===== config.mk =====
export PLATFORM = sky130hd
export DESIGN_NAME = goa_spi_loader
export DESIGN_NICKNAME = d
export VERILOG_FILES = /design/src/rtl/goa_loader_pkg.sv /design/src/rtl/goa_sync_edge.sv /design/src/rtl/goa_spi_loader.sv
export SDC_FILE = /design/constraint.sdc
export NUM_CORES = 1
export LEC_CHECK = 0
export ABC_AREA = 1
export CAP_MARGIN = 40
export CORE_ASPECT_RATIO = 1.25
export CORE_MARGIN = 5
export CORE_UTILIZATION = 49
export DETAILED_ROUTE_END_ITERATION = 8
export PLACE_DENSITY = 0.74
export SLEW_MARGIN = 0
export SYNTH_ARGS = -nofsm -noshare
export SYNTH_HDL_FRONTEND = slang
export SYNTH_SLANG_ARGS = --single-unit

===== constraint.sdc =====
create_clock -name clk -period 1.8 [get_ports clk]
set_input_delay 0.18 -clock clk [delete_from_list [all_inputs] [get_ports clk]]
set_output_delay 0.18 -clock clk [all_outputs]
set_load 0.005 [all_outputs]

===== src/rtl/goa_loader_pkg.sv =====
// Shared types and frame geometry for the GOA SPI configuration loader.
// GOA_LOADER_PARITY_EN appends an odd-parity bit to every frame.
package goa_loader_pkg;

    typedef enum logic [1:0] {
        ST_IDLE,
        ST_CMD,
        ST_DATA,
        ST_COMMIT
    } state_t;

    localparam logic RW_WRITE = 1'b1;

`ifdef GOA_LOADER_PARITY_EN
    localparam int PARITY_BITS = 1;
`else
    localparam int PARITY_BITS = 0;
`endif

    function automatic int frame_bits(input int aw, input int dw);
        return 1 + aw + dw + PARITY_BITS;
    endfunction

    localparam int DEF_FRAME_LEN = frame_bits(7, 8);

endpackage


===== src/rtl/goa_sync_edge.sv =====
// Multi-stage synchroniser for one asynchronous pin, with rise/fall pulses
// derived from the synchronised level.
module goa_sync_edge #(
    parameter int STAGES = 2
) (
    input  logic clk,
    input  logic rst,
    input  logic din,
    output logic level,
    output logic rise,
    output logic fall
);

    logic [STAGES-1:0] sync_reg;
    logic              prev_reg;

    // Chain resets low so a pin already low at reset release produces no edge.
    always_ff @(posedge clk or posedge rst) begin
        if (rst) begin
            sync_reg <= '0;
            prev_reg <= 1'b0;
        end else begin
            sync_reg <= {sync_reg[STAGES-2:0], din};
            prev_reg <= sync_reg[STAGES-1];
        end
    end

    assign level = sync_reg[STAGES-1];
    assign rise  = sync_reg[STAGES-1] & ~prev_reg;
    assign fall  = ~sync_reg[STAGES-1] & prev_reg;

endmodule


===== src/rtl/goa_spi_loader.sv =====
// SPI mode-0 frame deserialiser issuing register writes/reads to the GOA core.
// Define GOA_LOADER_PARITY_EN for a trailing odd-parity bit on each frame.
module goa_spi_loader
    import goa_loader_pkg::*;
#(
    parameter int ADDR_WIDTH  = 7,
    parameter int DATA_WIDTH  = 8,
    parameter int SYNC_STAGES = 2
) (
    input  logic                  clk,
    input  logic                  rst,
    input  logic                  spi_sclk_in,
    input  logic                  spi_cs_n_in,
    input  logic                  spi_mosi_in,
    output logic                  spi_miso_out,
    output logic                  spi_miso_oe,
    output logic [ADDR_WIDTH-1:0] reg_addr,
    output logic [DATA_WIDTH-1:0] reg_wdata,
    output logic                  reg_wr_valid,
    input  logic                  reg_wr_ready,
    output logic                  reg_rd_req,
    input  logic [DATA_WIDTH-1:0] reg_rdata,
    output logic                  overrun,
    output logic                  parity_err
);

    localparam int CMD_BITS  = 1 + ADDR_WIDTH;
    localparam int FRAME_LEN = frame_bits(ADDR_WIDTH, DATA_WIDTH);
    localparam int DATA_SH   = DATA_WIDTH + PARITY_BITS;
    localparam int SH_W      = (CMD_BITS > DATA_SH) ? CMD_BITS : DATA_SH;
    localparam int CNT_W     = $clog2(FRAME_LEN + 1);

    // Pin index: 0 = SCLK, 1 = CS_n, 2 = MOSI.
    logic [2:0] pin_in, pin_lvl, pin_rise, pin_fall;
    assign pin_in = {spi_mosi_in, spi_cs_n_in, spi_sclk_in};

    generate
        for (genvar gi = 0; gi < 3; gi++) begin : g_pin
            goa_sync_edge #(.STAGES(SYNC_STAGES)) u_sync (
                .clk   (clk),
                .rst   (rst),
                .din   (pin_in[gi]),
                .level (pin_lvl[gi]),
                .rise  (pin_rise[gi]),
                .fall  (pin_fall[gi])
            );
        end
    endgenerate

    logic sclk_rise, sclk_fall, cs_rise, cs_fall, mosi;
    assign sclk_rise = pin_rise[0];
    assign sclk_fall = pin_fall[0];
    assign cs_rise   = pin_rise[1];
    assign cs_fall   = pin_fall[1];
    assign mosi      = pin_lvl[2];

    logic unused_pins;
    assign unused_pins = ^{pin_lvl[1:0], pin_rise[2], pin_fall[2]};

    state_t                state_reg;
    logic [CNT_W-1:0]      cnt_reg;
    logic [SH_W-2:0]       sh_reg;
    logic                  rw_reg;
    logic                  rd_wait_reg;
    logic [ADDR_WIDTH-1:0] addr_hold_reg;
    logic [DATA_WIDTH-1:0] wdata_hold_reg;
    logic [DATA_WIDTH-2:0] miso_sh_reg;
    logic                  parity_err_reg;
    logic                  commit_ok;

    logic [SH_W-1:0]       sh_next;
    logic                  wr_held;
    assign sh_next = {sh_reg, mosi};
    assign wr_held = reg_wr_valid & ~reg_wr_ready;

`ifdef GOA_LOADER_PARITY_EN
    logic par_reg, frame_ok_reg;

    // Running XOR of every received bit; odd parity means the total is 1.
    always_ff @(posedge clk or posedge rst) begin
        if (rst) begin
            par_reg      <= 1'b0;
            frame_ok_reg <= 1'b0;
        end else begin
            if (state_reg == ST_IDLE)
                par_reg <= 1'b0;
            else if (sclk_rise && (state_reg == ST_CMD || state_reg == ST_DATA))
                par_reg <= par_reg ^ mosi;
            if (sclk_rise && state_reg == ST_DATA && cnt_reg == CNT_W'(FRAME_LEN - 1))
                frame_ok_reg <= par_reg ^ mosi;
        end
    end
    assign commit_ok = frame_ok_reg;
`else
    assign commit_ok = 1'b1;
`endif

    assign parity_err = parity_err_reg;

    always_ff @(posedge clk or posedge rst) begin
        if (rst) begin
            state_reg      <= ST_IDLE;
            cnt_reg        <= '0;
            sh_reg         <= '0;
            rw_reg         <= 1'b0;
            rd_wait_reg    <= 1'b0;
            addr_hold_reg  <= '0;
            wdata_hold_reg <= '0;
            miso_sh_reg    <= '0;
            spi_miso_out   <= 1'b0;
            spi_miso_oe    <= 1'b0;
            reg_addr       <= '0;
            reg_wdata      <= '0;
            reg_wr_valid   <= 1'b0;
            reg_rd_req     <= 1'b0;
            overrun        <= 1'b0;
            parity_err_reg <= 1'b0;
        end else begin
            reg_rd_req  <= 1'b0;
            rd_wait_reg <= reg_rd_req;
            if (reg_wr_valid && reg_wr_ready)
                reg_wr_valid <= 1'b0;

            // Read data arrives the cycle after the strobe; present its MSB at once.
            if (rd_wait_reg && state_reg == ST_DATA) begin
                miso_sh_reg  <= reg_rdata[DATA_WIDTH-2:0];
                spi_miso_out <= reg_rdata[DATA_WIDTH-1];
                spi_miso_oe  <= 1'b1;
            end

            case (state_reg)
                ST_IDLE: begin
                    if (cs_fall) begin
                        state_reg <= ST_CMD;
                        cnt_reg   <= '0;
                    end
                end
                ST_CMD: begin
                    if (sclk_rise) begin
                        sh_reg  <= sh_next[SH_W-2:0];
                        cnt_reg <= cnt_reg + 1'b1;
                        if (cnt_reg == CNT_W'(CMD_BITS - 1)) begin
                            state_reg     <= ST_DATA;
                            rw_reg        <= sh_next[CMD_BITS-1];
                            addr_hold_reg <= sh_next[ADDR_WIDTH-1:0];
                            // Keep the presented address stable under a held write.
                            if (!wr_held)
                                reg_addr <= sh_next[ADDR_WIDTH-1:0];
                            if (sh_next[CMD_BITS-1] != RW_WRITE)
                                reg_rd_req <= 1'b1;
                        end
                    end
                end
                ST_DATA: begin
                    if (sclk_rise) begin
                        sh_reg  <= sh_next[SH_W-2:0];
                        cnt_reg <= cnt_reg + 1'b1;
                        if (cnt_reg == CNT_W'(FRAME_LEN - 1)) begin
                            if (rw_reg == RW_WRITE) begin
                                state_reg      <= ST_COMMIT;
                                wdata_hold_reg <= sh_next[PARITY_BITS +: DATA_WIDTH];
                            end else begin
                                state_reg    <= ST_IDLE;
                                spi_miso_oe  <= 1'b0;
                                spi_miso_out <= 1'b0;
                            end
                        end
                    end else if (sclk_fall && rw_reg != RW_WRITE && cnt_reg > CNT_W'(CMD_BITS)) begin
                        // The falling edge before the first data rise keeps the MSB on the pin.
                        spi_miso_out <= miso_sh_reg[DATA_WIDTH-2];
                        miso_sh_reg  <= miso_sh_reg << 1;
                    end
                end
                ST_COMMIT: begin
                    state_reg <= ST_IDLE;
                    if (!commit_ok) begin
                        parity_err_reg <= 1'b1;
                    end else if (reg_wr_valid) begin
                        overrun <= 1'b1;
                    end else begin
                        reg_wr_valid <= 1'b1;
                        reg_addr     <= addr_hold_reg;
                        reg_wdata    <= wdata_hold_reg;
                    end
                end
                default: state_reg <= ST_IDLE;
            endcase

            if (cs_rise && state_reg != ST_IDLE) begin
                state_reg    <= ST_IDLE;
                spi_miso_oe  <= 1'b0;
                spi_miso_out <= 1'b0;
            end
        end
    end

endmodule


### Yosys cells after proc, flatten, opt, wreduce, memory -nomap -nowiden

Cells that the tools add are included.

* word-level logic and storage cells: 108
* input bits: 14
* output and inout bits: 21
* bits in registers: 66

* multiplexer cells: 40
* $add $sub $neg: 1
* bitwise gates (word level): 12
* magnitude comparators: 1
* reductions and logical operators: 18
* equal/unequal tests: 16

Operators by type and width (number)
* two-way mux 7 bit: 8
* two-way mux 1 bit: 20
* two-way mux 2 bit: 7
* one-hot mux 7 bit (2 select lines): 1
* two-way mux 5 bit: 2
* one-hot mux 5 bit (2 select lines): 1
* AND reduction 5 bit: 2
* inequality test 2 bit, second input constant: 4
* one-hot mux 2 bit (4 select lines): 1
* inverter 1 bit: 7
* inequality test 3 x 1 -> 1 bit, second input constant: 2
* inequality test 3 bit, second input constant: 2
* AND reduction 2 bit: 3
* AND reduction 3 bit: 2
* nonzero test 2 bit: 3
* adder 5 x 1 -> 5 bit, second input constant: 1
* AND 1 bit: 5
* equality test 5 x 3 -> 1 bit, second input constant: 1
* equality test 5 x 4 -> 1 bit, second input constant: 1
* greater-than comparator 5 x 4 -> 1 bit, second input constant: 1
* logical AND 1 bit: 5
* equality test 2 bit, second input constant: 2
* inequality test 2 x 1 -> 1 bit, second input constant: 2
* AND reduction 4 bit: 1
* other kinds (4): 4

### Logic depth before layout (Yosys ltp)

Gate-level depths: netlist (run 1).

* depth after elaboration: 8
* gate-level depth with buffers: 11
* gate-level depth less buffers: 11

### Hierarchy

Synthesis (run 1) repeated with hierarchy kept, for this count alone.

* cell total of the unflattened synthesis: 335
* area total of the unflattened synthesis: 2982.9 um^2

By module, submodules not included
* goa_spi_loader: area each 2701.3 um^2, instances 1, sequential area each 1451.4 um^2, cells an instance 311
* goa_sync_edge: area each 93.8 um^2, instances 3, sequential area each 75.1 um^2, cells an instance 8

### Worst setup path before layout (run 1)

Ideal clock, no wire load.

* path type: flip-flop to flip-flop
* start point: register cnt_reg[0]
* end point: register wdata_hold_reg[0]
* data arrival time: 1349 ps
* library setup time: 126 ps
* cell stages (with the launch flop): 9
* path slack: 325 ps
* buffers on the path: 1
* period minus slack after synthesis: 1475 ps
* data required time: 1674 ps
* path through: dfrtp_1 > ha_1 > nand2_2 > nor2_1 > ha_1 > nand2_1 > nor2_2 > buf_4 > o21ai_0

* cells in the longest elaborated chain, start to end: 2

Ends and longest elaborated chain
* start: declaration: line goa_spi_loader.sv:61 `logic [CNT_W-1:0] cnt_reg;`
* start signal: assignment: line goa_spi_loader.sv:141 `cnt_reg <= cnt_reg + 1'b1;`
* start signal: assignment: line goa_spi_loader.sv:157 `cnt_reg <= cnt_reg + 1'b1;`
* equality test 5 x 4 -> 1 bit: line goa_spi_loader.sv:158 `if (cnt_reg == CNT_W'(FRAME_LEN - 1)) begin`
* AND reduction 4 bit (no line)
* end signal: assignment: line goa_spi_loader.sv:161 `wdata_hold_reg <= sh_next[PARITY_BITS +: DATA_WIDTH];`
* end: declaration: line goa_spi_loader.sv:66 `logic [DATA_WIDTH-1:0] wdata_hold_reg;`

No other way between the ends.
A chain may end at the register's enable or synchronous reset.

### Final worst setup path (run 1)

* start point: register state_reg[1]
* end point: register reg_addr[5]

* cells in the longest elaborated chain, start to end: 3
* elaborated cells between the ends (all ways): 9
* classes of those cells: eq/ne (6); mux (1); reduce/logical (2)

Ends and longest elaborated chain
* start: declaration: line goa_spi_loader.sv:60 `state_t state_reg;`
* start signal: assignment: line goa_spi_loader.sv:102 `state_reg <= ST_IDLE;`
* start signal: assignment: line goa_spi_loader.sv:134 `state_reg <= ST_CMD;`
* start signal: assignment: line goa_spi_loader.sv:143 `state_reg <= ST_DATA;`
* equality test 2 x 1 -> 1 bit / equality test 2 bit (equally long branches): line goa_spi_loader.sv:131 `case (state_reg)`
* inequality test 2 x 1 -> 1 bit (no line) (tied with other cells)
* AND reduction 5 bit (no line)
* end signal: assignment: line goa_spi_loader.sv:148 `reg_addr <= sh_next[ADDR_WIDTH-1:0];`
* end signal: assignment: line goa_spi_loader.sv:182 `reg_addr <= addr_hold_reg;`
* end: declaration: line goa_spi_loader.sv:17 `output logic [ADDR_WIDTH-1:0] reg_addr,`

Parallel ways exist; a longest one is shown, timed or not.

==> results.toml, run 1 <==
[outcome]
outcome = "completed"

[synthesis]
netlist.area_leader.share_pct = 57.6
synth_xor_area_share_pct = 0
ys_types = 26
async_flop_share_pct = 100
synth_top_family_by_area = "simple AND/OR/NAND/NOR gates"
yosysTopAreaCell = "dfrtp_1"
ys_warn_count = 0
syn-cell-area_um2 = 2870
synth.most_common_cell = "nand2_1"
synth_edf_count = 0
synthSimpleGateAreaFrac_pct = 18.9
synth_compound_area_share_pct = 13.4
synthAdderAreaFrac_pct = 3.06
synth_fp_nets = 331
ys_ff_latch = 66
synth_top_flop_cell = "dfrtp_1"
ys_seq_area_share_pct = 57.6
synthMuxAreaShare_pct = 0
avgSynthCellArea_um2 = 9.25
ys_top_cells_by_count = "87 x nand2_1, 66 x dfrtp_1, 43 x o21ai_0, 35 x inv_1, 11 x nor2_1"
synthTopCellsByArea = "dfrtp_1 58%, nand2_1 11%, o21ai_0 7.5%"
synthCells = 310

[clock_tree]
clock_path_buffers = 2
cts_hold_buf = 0
path_clk_slew_ns = 0.07
cts.sinks = 66
insertion_delay_ns = 0.34
cts_made_buffers = 9
cts_tree = "built"
cts_setup_buffers = 0
clk_root_buffer_cell = "clkbuf_8"
htreeDepth = 3

[worst_setup_path]
crit_type = "flip-flop to flip-flop"
cpPeakStageDelay_ns = 0.41
worstSetupEndpointType = "flip-flop"
worst-path-max-fanout = 14
cp_slowest_cell = "dfrtp_1"
start_kind = "flip-flop"
cp.required_ns = 2.03
cpMostUsedCell = "nand2_1"
critPathArrivalTime_ns = 1.88
crit_chain = "inv_1, ha_1, nand2_1, o21ai_1, nand3_4, nand2_1, o21ai_2"

[pwr]
ir_worst_vdd_v = 0.000868
p_total_mw = 4.50
power_density_nw_per_um2 = 1270
p_leak_nw = 1.68

[global_route]
antenna_found_initial = 0
grt_pass1_wl_um = 9690
grt_max_degree = 30
grt_pass1_vias = 2206
grtUsageTotal_pct = 16.9
gr-total-overflow = 0

[floorplan]
initial_core_util_pct = 49.9
chipHeight_um = 95.5
die_width_um = 78.4
io_pins = 35
num_rows = 31
core_area_um2 = 5740
dieArea_um2 = 7490

[place]
dpl.hpwl_um = 3890
gp_congestion = 0.842
port_buffers = 33

[min_path]
hp-class = "input port to asynchronous set/reset pin"

[route]
drt_wl_total_um = 5450
ant_nets = 0
firstDrtPassIters = 4
drc_errors = 0
drt_iter0_drc = 87
vias = 2164
vias_per_cell = 5.14
post_drt_wl_per_cell_um = 13.0

[timing]
fin_crit_ns = 1.65
fmax_ghz = 0.604
timing.final.crit_share_pct = 91.9
fin_tns_setup_ns = 0
finalHoldViolCount = 0
finalSetupViolations = 0
rsz0062_at_grt = "no"
fin_skew_ns = 0.00644
finalMaxSlewViolations = 0

[layout]
layout-drive-gt1-share_pct = 13.2
area_growth_pct = 23.3
antennaDiodeCount = 0
fin_nets = 371

[flow_run]
cap_violations = 0
critical path: cells and delay by family, from the launching register on:
family / cells / cell delay [ns]
AOI/OAI and AO/OA: 2 / 0.21
adders and majority gates: 1 / 0.32
buffers and inverters: 1 / 0.12
and+or+nand+nor: 3 / 0.48
DFF: 1 / 0.41
path summary, 6_finish.rpt:
| path | start | endpoint | slack, ns | depth (start not counted) |
|---|---|---|---|---|
| worst min register to register | g_pin[0].u_sync.sync_reg[0]$_DFF_PP0_ | g_pin[0].u_sync.sync_reg[1]$_DFF_PP0_ | 0.35 | 0 |
| max in group asynchronous | rst | reg_addr[3]$_DFFE_PP0P_ | 1.11 | 3 |
| worst max-delay path | state_reg[1]$_DFFE_PP0P_ | reg_addr[5]$_DFFE_PP0P_ | 0.15 | 7 |
| worst min-delay path | rst | overrun$_DFFE_PP0P_ | 0.20 | 2 |
| worst max register to register | state_reg[1]$_DFFE_PP0P_ | reg_addr[5]$_DFFE_PP0P_ | 0.15 | 7 |
| min in group clk | spi_mosi_in | g_pin[2].u_sync.sync_reg[0]$_DFF_PP0_ | 0.27 | 1 |
through the flow:
| step | instances | cell area, µm² | util [%] | hold WS (ns) | setup WS, ns |
|---|---|---|---|---|---|
| floorplan | 310 | 2870 | - | 0.211 | 0.325 |
| global placement | 405 | 3300 | 57.4 | 0.334 | 0.210 |
| detailed placement | 405 | 3300 | 57.4 | 0.336 | 0.0647 |
| CTS | 421 | 3510 | 61.2 | 0.206 | 0.0589 |
| global route | 421 | 3530 | 61.6 | 0.238 | 0.00539 |
| finish | 421 | 3530 | 61.6 | 0.203 | 0.146 |
cell type report:
class	instances	area (µm²)
fillers	503	2210
flip-flops and latches	66	1650
multi-input cells	198	1040
repair buffers	37	398
inverters	38	146
clock buffers	9	124
clock inverters	7	93.8
well taps	66	82.6
layout by cell type, fill, tap and decap left out:
cell / netlist / final
o21a_1: 4 / 4
inv_1: 35 / 34
o211a_1: 1 / 1
nand4_4: 0 / 1
bufinv_16: 0 / 2
clkinv_4: 0 / 1
nand3_1: 9 / 9
clkbuf_8: 0 / 9
nor2_2: 1 / 1
nor2_4: 3 / 3
dfrtp_1: 66 / 66
o21ai_2: 8 / 9
nand4_1: 3 / 3
o21ai_1: 4 / 3
nand3_2: 2 / 1
nand3_4: 0 / 1
o22ai_1: 1 / 1
conb_1: 1 / 1
nand2_1: 87 / 87
nand2_2: 6 / 6
a21oi_1: 5 / 5
nor2_1: 11 / 11
clkinvlp_4: 0 / 3
inv_2: 3 / 3
a21oi_2: 1 / 1
buf_4: 2 / 1
o21ai_0: 43 / 43
clkinv_2: 0 / 2
buf_12: 0 / 3
ha_1: 7 / 7
clkdlybuf4s50_1: 0 / 33
power by group:
part	leakage, nW	switching [mW]	total [mW]	internal, mW
logic	0.702	0.728	1.25	0.522
clock network	0.105	0.568	1.34	0.776
registers	0.875	0.184	1.90	1.72
repair_timing:
item	4_1_cts	5_1_grt
hold endpoints to repair	0	0
gates resized for setup	0	3
setup endpoints to repair	0	10
logic make-up (layout without fill, tap and decap cells):
family,count (synthesis),after routing
and+or+nand+nor,123,123
AOI/OAI and AO/OA,67,67
other,1,1
buffers and inverters,46,91
DFF,66,66
adders and majority gates,7,7
layer usage:
metal / vias up / global-route usage (%) / share of wire [%]
li1: 1067 / - / -
met1: 1025 / 18.5 / 41
met2: 51 / 28.6 / 51
met3: 21 / 4.82 / 4.1
met4: 0 / 11.5 / 4.3
met5: - / 0 / 0
(Power assumes the default switching activity.)
==> run 2, diff against run 1 <==
--- a/config.mk
+++ b/config.mk
@@ -12,6 +12,8 @@
 export CORE_UTILIZATION = 49
 export DETAILED_ROUTE_END_ITERATION = 8
 export PLACE_DENSITY = 0.74
+export REMOVE_ABC_BUFFERS = 1
+export SETUP_SLACK_MARGIN = 0.4
 export SLEW_MARGIN = 0
 export SYNTH_ARGS = -nofsm -noshare
 export SYNTH_HDL_FRONTEND = slang
==> results.toml, run 2 (synthesized netlist as in run 1, its figures left out) <==
[worst_setup_path]
critPathArrivalTime_ns = 1.82
regToRegStartpoint = "cnt_reg[1]$_DFFE_PP0P_"
worstReg2RegEnd = "state_reg[0]$_DFFE_PP0P_"
cpPeakStageDelay_ns = 0.37
crit_chain = "ha_2, nand2_2, nor2_2, ha_2, nand2_2, nand2_1, nand2_1, nand2_2, nand2_2, nand2_1, nand2_1"
worstSetupEndpointType = "flip-flop"
start_kind = "flip-flop"
rrSetupSlack_ns = 0.20
cp_slowest_cell = "dfrtp_1"
crit_type = "flip-flop to flip-flop"
worst-path-max-fanout = 3
cp.required_ns = 2.02
ff2ff_path_depth = 11

[timing]
fin_tns_setup_ns = 0
finalSetupViolations = 0
rsz0062_at_grt = "yes"
finalHoldViolCount = 0
fmax_ghz = 0.627
fin_crit_ns = 1.60
finalMaxSlewViolations = 0
timing.final.crit_share_pct = 88.6
fin_skew_ns = 0.00837

[place]
dp_cells = 406
port_buffers = 33
gp_congestion = 0.882
dpl.hpwl_um = 3950

[route]
firstDrtPassIters = 4
ant_nets = 0
vias_per_cell = 5.17
drc_errors = 0
drt_iter0_drc = 189
vias = 2280
post_drt_wl_per_cell_um = 14.9
drt_wl_total_um = 6580

[floorplan]
num_rows = 31
io_pins = 35
initial_core_util_pct = 49.9
die_width_um = 78.4
core_area_um2 = 5740
dieArea_um2 = 7490
chipHeight_um = 95.5

[clock_tree]
cts.sinks = 66
cts_hold_buf = 0
clk_root_buffer_cell = "clkbuf_8"
htreeDepth = 3
insertion_delay_ns = 0.34
path_clk_slew_ns = 0.07
cts_made_buffers = 9
cts_tree = "built"
clock_path_buffers = 2

[outcome]
outcome = "completed"

[global_route]
grt_pass1_wl_um = 10600
antenna_found_initial = 0
grt_pass1_vias = 2245
grt_max_degree = 33
grtUsageTotal_pct = 18.8
gr-total-overflow = 0

[layout]
area_growth_pct = 34.1
mostFrequentLayoutCells = "81 x nand2_1, 65 x dfrtp_1, 40 x o21ai_0, 29 x inv_1, 19 x dlymetal6s2s_1"
layout-drive-gt1-share_pct = 24.3
antennaDiodeCount = 0
fin_nets = 393
final_util_pct = 67.0
layout.cells.non_filler = 441
layout_commonest_cell = "nand2_1"
nFillCells = 420

[pwr]
p_leak_nw = 2.12
ir_worst_vdd_v = 0.000796
power_density_nw_per_um2 = 1260
p_total_mw = 4.85

[flow_run]
cap_violations = 0

[min_path]
hp-class = "input port to asynchronous set/reset pin"
-- run 2: power by group --
group	internal [mW]	switching (mW)	leakage, nW	total, mW
registers	1.72	0.165	0.874	1.89
clock network	0.517	0.532	0.0810	1.05
logic	0.880	1.03	1.16	1.91
-- run 2: routing by layer --
metal | share of wire [%] | wire (µm) | vias to the layer above | global-route usage (%)
met4 | 3.0 | 200 | 0 | 8.16
li1 | - | - | 1111 | -
met5 | 0 | 0 | - | 0
met3 | 4.7 | 306 | 17 | 5.29
met2 | 52 | 3440 | 68 | 31.8
met1 | 40 | 2630 | 1084 | 22.4
-- run 2: timing repair --
| item | CTS | global route |
|---|---|---|
| cloned | 1 | 1 |
| pin swaps | 5 | 10 |
| setup buffers | 9 | 10 |
| resized for setup | 29 | 43 |
| endpoints found under the setup margin | 51 | 75 |
-- run 2: worst max path at each step --
stage	end	slack, ns	from	cells after the start
2_1_floorplan	addr_hold_reg[0]$_DFFE_PP0P_	-0.03	rst	1
3_3_place_gp	spi_miso_out$_DFF_PP0_	0.24	state_reg[0]$_DFFE_PP0P_	10
3_5_place_dp	spi_miso_out$_DFF_PP0_	0.21	state_reg[0]$_DFFE_PP0P_	10
4_1_cts	state_reg[0]$_DFFE_PP0P_	0.29	cnt_reg[1]$_DFFE_PP0P_	11
5_1_grt	state_reg[1]$_DFFE_PP0P_	0.11	cnt_reg[1]$_DFFE_PP0P_	11
6_report	state_reg[0]$_DFFE_PP0P_	0.20	cnt_reg[1]$_DFFE_PP0P_	11
-- run 2: final cells by class --
| class | count | area [µm²] | share of cell area (%) |
|---|---|---|---|
| sequential | 66 | 1650 | 43.0 |
| multi-input combinational | 199 | 1170 | 30.6 |
| timing repair buffer | 58 | 624 | 16.2 |
| inverter | 38 | 150 | 3.91 |
| clock buffer | 11 | 141 | 3.68 |
| tap | 66 | 82.6 | 2.15 |
| clock inverter | 3 | 17.5 | 0.456 |
-- run 2: critical path: cells and delay by family (launching register included) --
| kind | cells | cell delay (ns) |
|---|---|---|
| AND/OR/NAND/NOR | 9 | 0.72 |
| flip-flops | 1 | 0.37 |
| adder cells (fa/ha/maj) | 2 | 0.39 |
-- run 2: stage by stage --
stage / hold WS (ns) / area, µm² / setup slack, ns
6_report: 0.148 / 3840 / 0.205
5_1_grt: 0.183 / 3840 / 0.114
4_1_cts: 0.150 / 3640 / 0.294
3_5_place_dp: 0.339 / 3280 / 0.214
3_3_place_gp: 0.333 / 3280 / 0.236
2_1_floorplan: 0.211 / 2810 / -0.0348
==> RTL edit 1: new RTL, config.mk and constraints of run 1 <==
Put one more register stage on the output `overrun`, without a reset. The value now appears one clock later. The other outputs are not delayed to match.
--- a/src/rtl/goa_spi_loader.sv
+++ b/src/rtl/goa_spi_loader.sv
@@ -32,2 +32,4 @@
 
+    logic overrun_s0;
+
     // Pin index: 0 = SCLK, 1 = CS_n, 2 = MOSI.
@@ -115,3 +117,3 @@
             reg_rd_req     <= 1'b0;
-            overrun        <= 1'b0;
+            overrun_s0     <= 1'b0;
             parity_err_reg <= 1'b0;
@@ -178,3 +180,3 @@
                     end else if (reg_wr_valid) begin
-                        overrun <= 1'b1;
+                        overrun_s0 <= 1'b1;
                     end else begin
@@ -196,2 +198,6 @@
 
+    always_ff @(posedge clk) begin
+        overrun <= overrun_s0;
+    end
+
 endmodule
Behaviour: no difference found for any inputs over 10 cycles, from zero or initial values and one cycle with rst high; that may be too few to reach the edited logic, so the function may still have changed.
==> RTL edit 1 against run 1 <==
Synthesized area grew 0.70%. Setup slack got worse by 0.0042 ns. Global-route usage is essentially flat. Routed wire length is 2.7% higher. Total power up 8.5%. Count of clock-buffer cells in the layout up 1. Design area up 1.6%. Sequential cell count is 1 higher. Critical path type unchanged.
==> RTL edit 1: results (changes against run 1) <==
| Metric | Value |
|---|---|
| Syn_nets | `332 (+0.30%)` |
| Post-DP HPWL | `3810 um (-2.1%)` |
| Nets@finish | `371 (unchanged)` |
| Commonest cells post-synth | `87 x nand2_1, 66 x dfrtp_1, 43 x o21ai_0, 35 x inv_1, 11 x nor2_1` |
| Fillers | `475 (-5.6%)` |
| Worst hold path class | `in2async` |
| Clk slew on worst S/H paths | `0.07 ns (about the same)` |
| Most used flip-flop cell after synthesis | `dfrtp_1` |
| Drt pass-1 iters | `4 (unchanged)` |
| Sequential area share after synthesis | `0.579 (+0.00294)` |
| Largest net degree at the start of global routing | `67 (+120%)` |
| Crit Path Max Fanout | `4 (-10)` |
| Initial antenna violation count | `0 (unchanged)` |
| CTS-repair resized insts | `0 (unchanged)` |
| Gpl congestion | `0.833 (-0.97%)` |
| First-pass GRT wire length | `9580 um (-1.1%)` |
| CP startpoint | `cnt_reg[1]` |
| Gate count after technology mapping | `311 (+0.32%)` |
| Async set-reset flop share out of synthesis | `0.985 (-0.0149)` |
| Layout cells sized above 1 | `0.138 (+0.00563)` |
| YS warnings | `0 (unchanged)` |
| Status | `completed` |
| IO Port Bufs | `33 (unchanged)` |
| Vias | `2,115 (-2.3%)` |
| Total GRT Usage | `0.169 (-0.000316)` |
| Crit Path Class | `reg2reg` |
| Pleak | `1.70 nW (+0.89%)` |
| CP arrival | `between 1.5 and 2 ns` |
| Final wirelength | `5600 um (+2.7%)` |
| Clk root buf | `clkbuf_8` |
| R2R cell count | `11 (+4)` |
| CTS buffer count | `9 (unchanged)` |
| Clk Latency, worst-skew pair | `0.34 ns (about the same)` |
| Final instance count without filler cells | `421 (unchanged)` |
| Maximum level of the CTS H-tree | `3 (unchanged)` |
| DRT iter0 DRCs | `161 (+85%)` |
| R2r setup slk | `around 0.14 ns` |
| End point of the critical path | `state_reg[0]` |
| Largest cells by area after synthesis | `dfrtp_1 57%, nand2_1 11%, o21ai_0 7.5%` |
| Clock Skew | `0.00917 ns (+0.00273 ns)` |
| CTS Buffer Depth | `2 (unchanged)` |
| Post-CTS Setup Inserts | `0 (unchanged)` |
| Ant. Diodes | `0 (unchanged)` |
| Worst IR Drop VDD | `0.000672 V (-23%)` |
| DP Cell Count | `405 (unchanged)` |
| Netlist cell types | `27 (+3.8%)` |
## RTL edit 1: changes by cell type after synthesis
| cell | before | now |
|---|---|---|
| dfxtp_1 | 0 | 1 |
## RTL edit 1: how the worst min path moves through the flow
stage                                 from                          end  depth (start not counted)
2_1_floorplan                  spi_sclk_in  g_pin[0].u_sync.sync_reg[0]                          0
3_3_place_gp   g_pin[0].u_sync.sync_reg[0]  g_pin[0].u_sync.sync_reg[1]                          0
3_5_place_dp   g_pin[1].u_sync.sync_reg[0]  g_pin[1].u_sync.sync_reg[1]                          0
4_1_cts                        spi_mosi_in  g_pin[2].u_sync.sync_reg[0]                          1
5_1_grt                        spi_mosi_in  g_pin[2].u_sync.sync_reg[0]                          1
6_report                               rst               miso_sh_reg[0]                          3
## RTL edit 1: final cells by class
cell class	count	area [um2]	share of cell area
Tap cell	66	82.6	0.0230
Inverter	38	146	0.0408
Multi-Input combinational cell	198	1040	0.289
Timing Repair Buffer	36	378	0.105
Clock inverter	6	136	0.0380
Sequential cell	67	1670	0.466
Clock buffer	10	138	0.0383
## RTL edit 1: metrics by stage
| step | area [um2] | hold WS, ns | setup slack, ns | total power [mW] |
|---|---|---|---|---|
| 6_report | 3590 | 0.262 | 0.141 | 4.88 |
| 3_5_place_dp | 3300 | 0.336 | 0.164 | 3.20 |
| 2_1_floorplan | 2890 | 0.211 | 0.325 | 2.77 |
| 3_3_place_gp | 3300 | 0.334 | 0.215 | 3.17 |
| 4_1_cts | 3570 | 0.256 | 0.131 | 4.89 |
| 5_1_grt | 3590 | 0.258 | 0.0214 | 5.20 |
## RTL edit 1: cells by family (layout without fill, tap and decap cells)
family | Yosys count | count (layout) | synth area share
other | 1 | 1 | 0.00130
AO/OA/AOI/OAI | 67 | 67 | 0.134
buffers and inverters | 46 | 90 | 0.0681
AND/OR/NAND/NOR | 123 | 123 | 0.188
adder cells (fa/ha/maj) | 7 | 7 | 0.0303
flip-flops | 67 | 67 | 0.579
## RTL edit 1: routing by layer
layer,global-route usage,up-vias,share of wire
met5,0,-,0
met1,0.193,1002,0.43
li1,-,1068,-
met2,0.281,37,0.51
met3,0.0627,8,0.041
met4,0.0816,0,0.016
## RTL edit 1: power breakdown
part | internal, mW | switching, mW | total, mW
sequential | 1.75 | 0.196 | 1.95
clock | 1.10 | 0.583 | 1.68
combinational | 0.519 | 0.729 | 1.25
## RTL edit 1: critical path, stage by stage (launching register included)
cell,delay [ns]
dfrtp_1,0.41
ha_2,0.21
nand2_2,0.09
nor2_2,0.11
ha_2,0.20
nand2_1,0.08
nand2_1,0.08
nand2_1,0.05
nand2_1,0.10
nand2_1,0.09
nand2_1,0.08
nand2_1,0.05
==> RTL edit 2: new RTL, flow settings as in run 1 <==
Without the edit above. `PARITY_BITS`: 0 -> 1.
--- a/src/rtl/goa_loader_pkg.sv
+++ b/src/rtl/goa_loader_pkg.sv
@@ -16,3 +16,3 @@
 `else
-    localparam int PARITY_BITS = 0;
+    localparam int PARITY_BITS = 1;
 `endif
Behaviour: same outputs for any inputs over 10 cycles, from zero or initial values and one cycle with rst high; that may be too few to reach the edited logic, so the function may still have changed.
==> RTL edit 2 against run 1 <==
Sequential share of layout area up 1.7 points. Largest cell class unchanged. Critical endpoint is now reg_addr[0]. Global-route usage down 0.094 points. Synthesized area down 0.52%. Critical path type unchanged. Die area down 0.46%. Routed wire length up 2.2%. Maximum frequency up 2.9%. Sequential cell count up 1. Design area down 2.0%. Largest power group unchanged. Setup slack better by 0.047 ns. Total power down 5.9%.
==> RTL edit 2: results (changes against run 1) <==
| Metric | Value |
|---|---|
| Netlist cell types | `26 (unchanged)` |
| Layout cells sized above 1 | `0.139 (+0.00674)` |
| Clk slew on worst S/H paths | `0.07 ns (about the same)` |
| Cts hold-fix bufs | `0 (unchanged)` |
| Pleak | `1.65 nW (-1.8%)` |
| Internal power | `2.78 mW (-7.7%)` |
| Clock Skew | `0.00549 ns (-0.000956 ns)` |
| Delay of the slowest cell on the worst path | `0.41 ns (about the same)` |
| CTS Buffer Depth | `2 (unchanged)` |
| Final min period | `1.61 ns (-0.0470 ns)` |
| DP Cell Count | `396 (-2.2%)` |
| Worst hold path class | `in2async` |
| Async set-reset flop share out of synthesis | `1.00 (unchanged)` |
| Fillers | `503 (unchanged)` |
| R2r setup slk | `0.19 ns (+0.05 ns)` |
| Gate count after technology mapping | `299 (-3.5%)` |
| Gpl congestion | `0.760 (-9.7%)` |
| DRT iter0 DRCs | `89 (+2.3%)` |
| Largest net degree at the start of global routing | `36 (+20%)` |
| Total GRT Usage | `0.169 (-0.000942)` |
| Largest cells by area after synthesis | `dfrtp_1 59%, nand2_1 11%, o21ai_1 6.0%` |
| Drt pass-1 iters | `4 (unchanged)` |
| Ant. Diodes | `0 (unchanged)` |
| Highest-delay cell along the critical path | `dfrtp_1` |
| CTS buffer count | `9 (unchanged)` |
| R2R cell count | `7 (unchanged)` |
| Nets@finish | `361 (-2.7%)` |
| Vias | `2,089 (-3.5%)` |
| IO Port Bufs | `33 (unchanged)` |
| Worst IR Drop VDD | `0.000671 V (-23%)` |
| First-pass GRT wire length | `9630 um (-0.64%)` |
| Avg WL per Cell | `13.6 um (+4.7%)` |
| Number of global-route vias before repair | `2,159 (-2.1%)` |
| Dpl ws | `0.168 ns (+0.103 ns)` |
| Critical register-to-register path endpoint | `reg_addr[0]` |
| Final instance count without filler cells | `411 (-2.4%)` |
| Crit Path Max Fanout | `14 (unchanged)` |
| Sequential area share after synthesis | `0.588 (+0.0118)` |
| Clk Latency, worst-skew pair | `between 0.3 and 0.4 ns` |
| DRC | `0 (unchanged)` |
| Maximum level of the CTS H-tree | `3 (unchanged)` |
| Status | `completed` |
| Post-DP HPWL | `3970 um (+2.0%)` |
| Commonest cells post-synth | `82 x nand2_1, 67 x dfrtp_1, 34 x o21ai_1, 25 x inv_1, 19 x nor2_1` |
| FF-to-FF Start | `state_reg[1]` |
| Initial antenna violation count | `0 (unchanged)` |
| CP arrival | `1.83 ns (-0.05 ns)` |
| Syn_nets | `319 (-3.6%)` |
==> RTL edit 2: power groups by stage <==
| stage | sequential, mW | clock [mW] | combinational (mW) |
|---|---|---|---|
| floorplan | 1.88 | 0 | 0.856 |
| global placement | 1.90 | 0 | 1.24 |
| detailed placement | 1.91 | 0 | 1.28 |
| CTS | 1.88 | 1.08 | 1.29 |
| global route | 1.91 | 1.15 | 1.47 |
| finish | 1.88 | 1.05 | 1.30 |
==> RTL edit 2: kinds of logic after synthesis <==
family	count (synthesis)	synth area share
fa+ha+maj	6	0.0263
compound gates	57	0.114
mux	7	0.0276
other cells	1	0.00132
flops	67	0.588
xor+xnor	2	0.00614
simple gates	121	0.181
buf+inv	38	0.0557
==> RTL edit 2: cell type report <==
class / instances / area (um2) / area share
Clock inverter: 2 / 12.5 / 0.00361
Sequential cell: 67 / 1680 / 0.484
Timing Repair Buffer: 38 / 380 / 0.110
Multi-Input combinational cell: 194 / 1040 / 0.301
Inverter: 31 / 120 / 0.0347
Clock buffer: 13 / 149 / 0.0430
Tap cell: 66 / 82.6 / 0.0238
==> RTL edit 2: per-layer routing <==
layer	vias to the layer above	share of wire	global-route usage
met1	1003	0.42	0.196
met5	-	0	0
met3	10	0.027	0.0425
li1	1049	-	-
met2	27	0.53	0.291
met4	0	0.019	0.0831
==> RTL edit 2: worst max path at each step <==
stage                             from           end
after floorplan           state_reg[0]   reg_addr[4]
after global placement    state_reg[1]   reg_addr[2]
after detailed placement  state_reg[1]   reg_addr[0]
after CTS                 state_reg[0]  spi_miso_out
after global routing      state_reg[0]  spi_miso_out
final                     state_reg[1]   reg_addr[0]
==> RTL edit 2: what timing repair did <==
item | CTS | global route
setup endpoints to repair | 0 | 7
setup buffers | 0 | 0
resized for setup | 0 | 4
hold endpoints to repair | 0 | 0
==> RTL edit 2: worst max-delay path: cells and delay by family (launching register included) <==
family          cells  cell delay [ns]
simple gates        3             0.45
buf+inv             1             0.12
fa+ha+maj           1             0.32
compound gates      2             0.21
flops               1             0.41
==> RTL edit 2: through the flow <==
stage / power [mW] / area (um2) / hold slack, ns
after global placement: 3.14 / 3280 / 0.336
after detailed placement: 3.19 / 3280 / 0.339
final: 4.23 / 3460 / 0.202
after CTS: 4.25 / 3440 / 0.203
after floorplan: 2.74 / 2860 / 0.211
after global routing: 4.53 / 3460 / 0.223
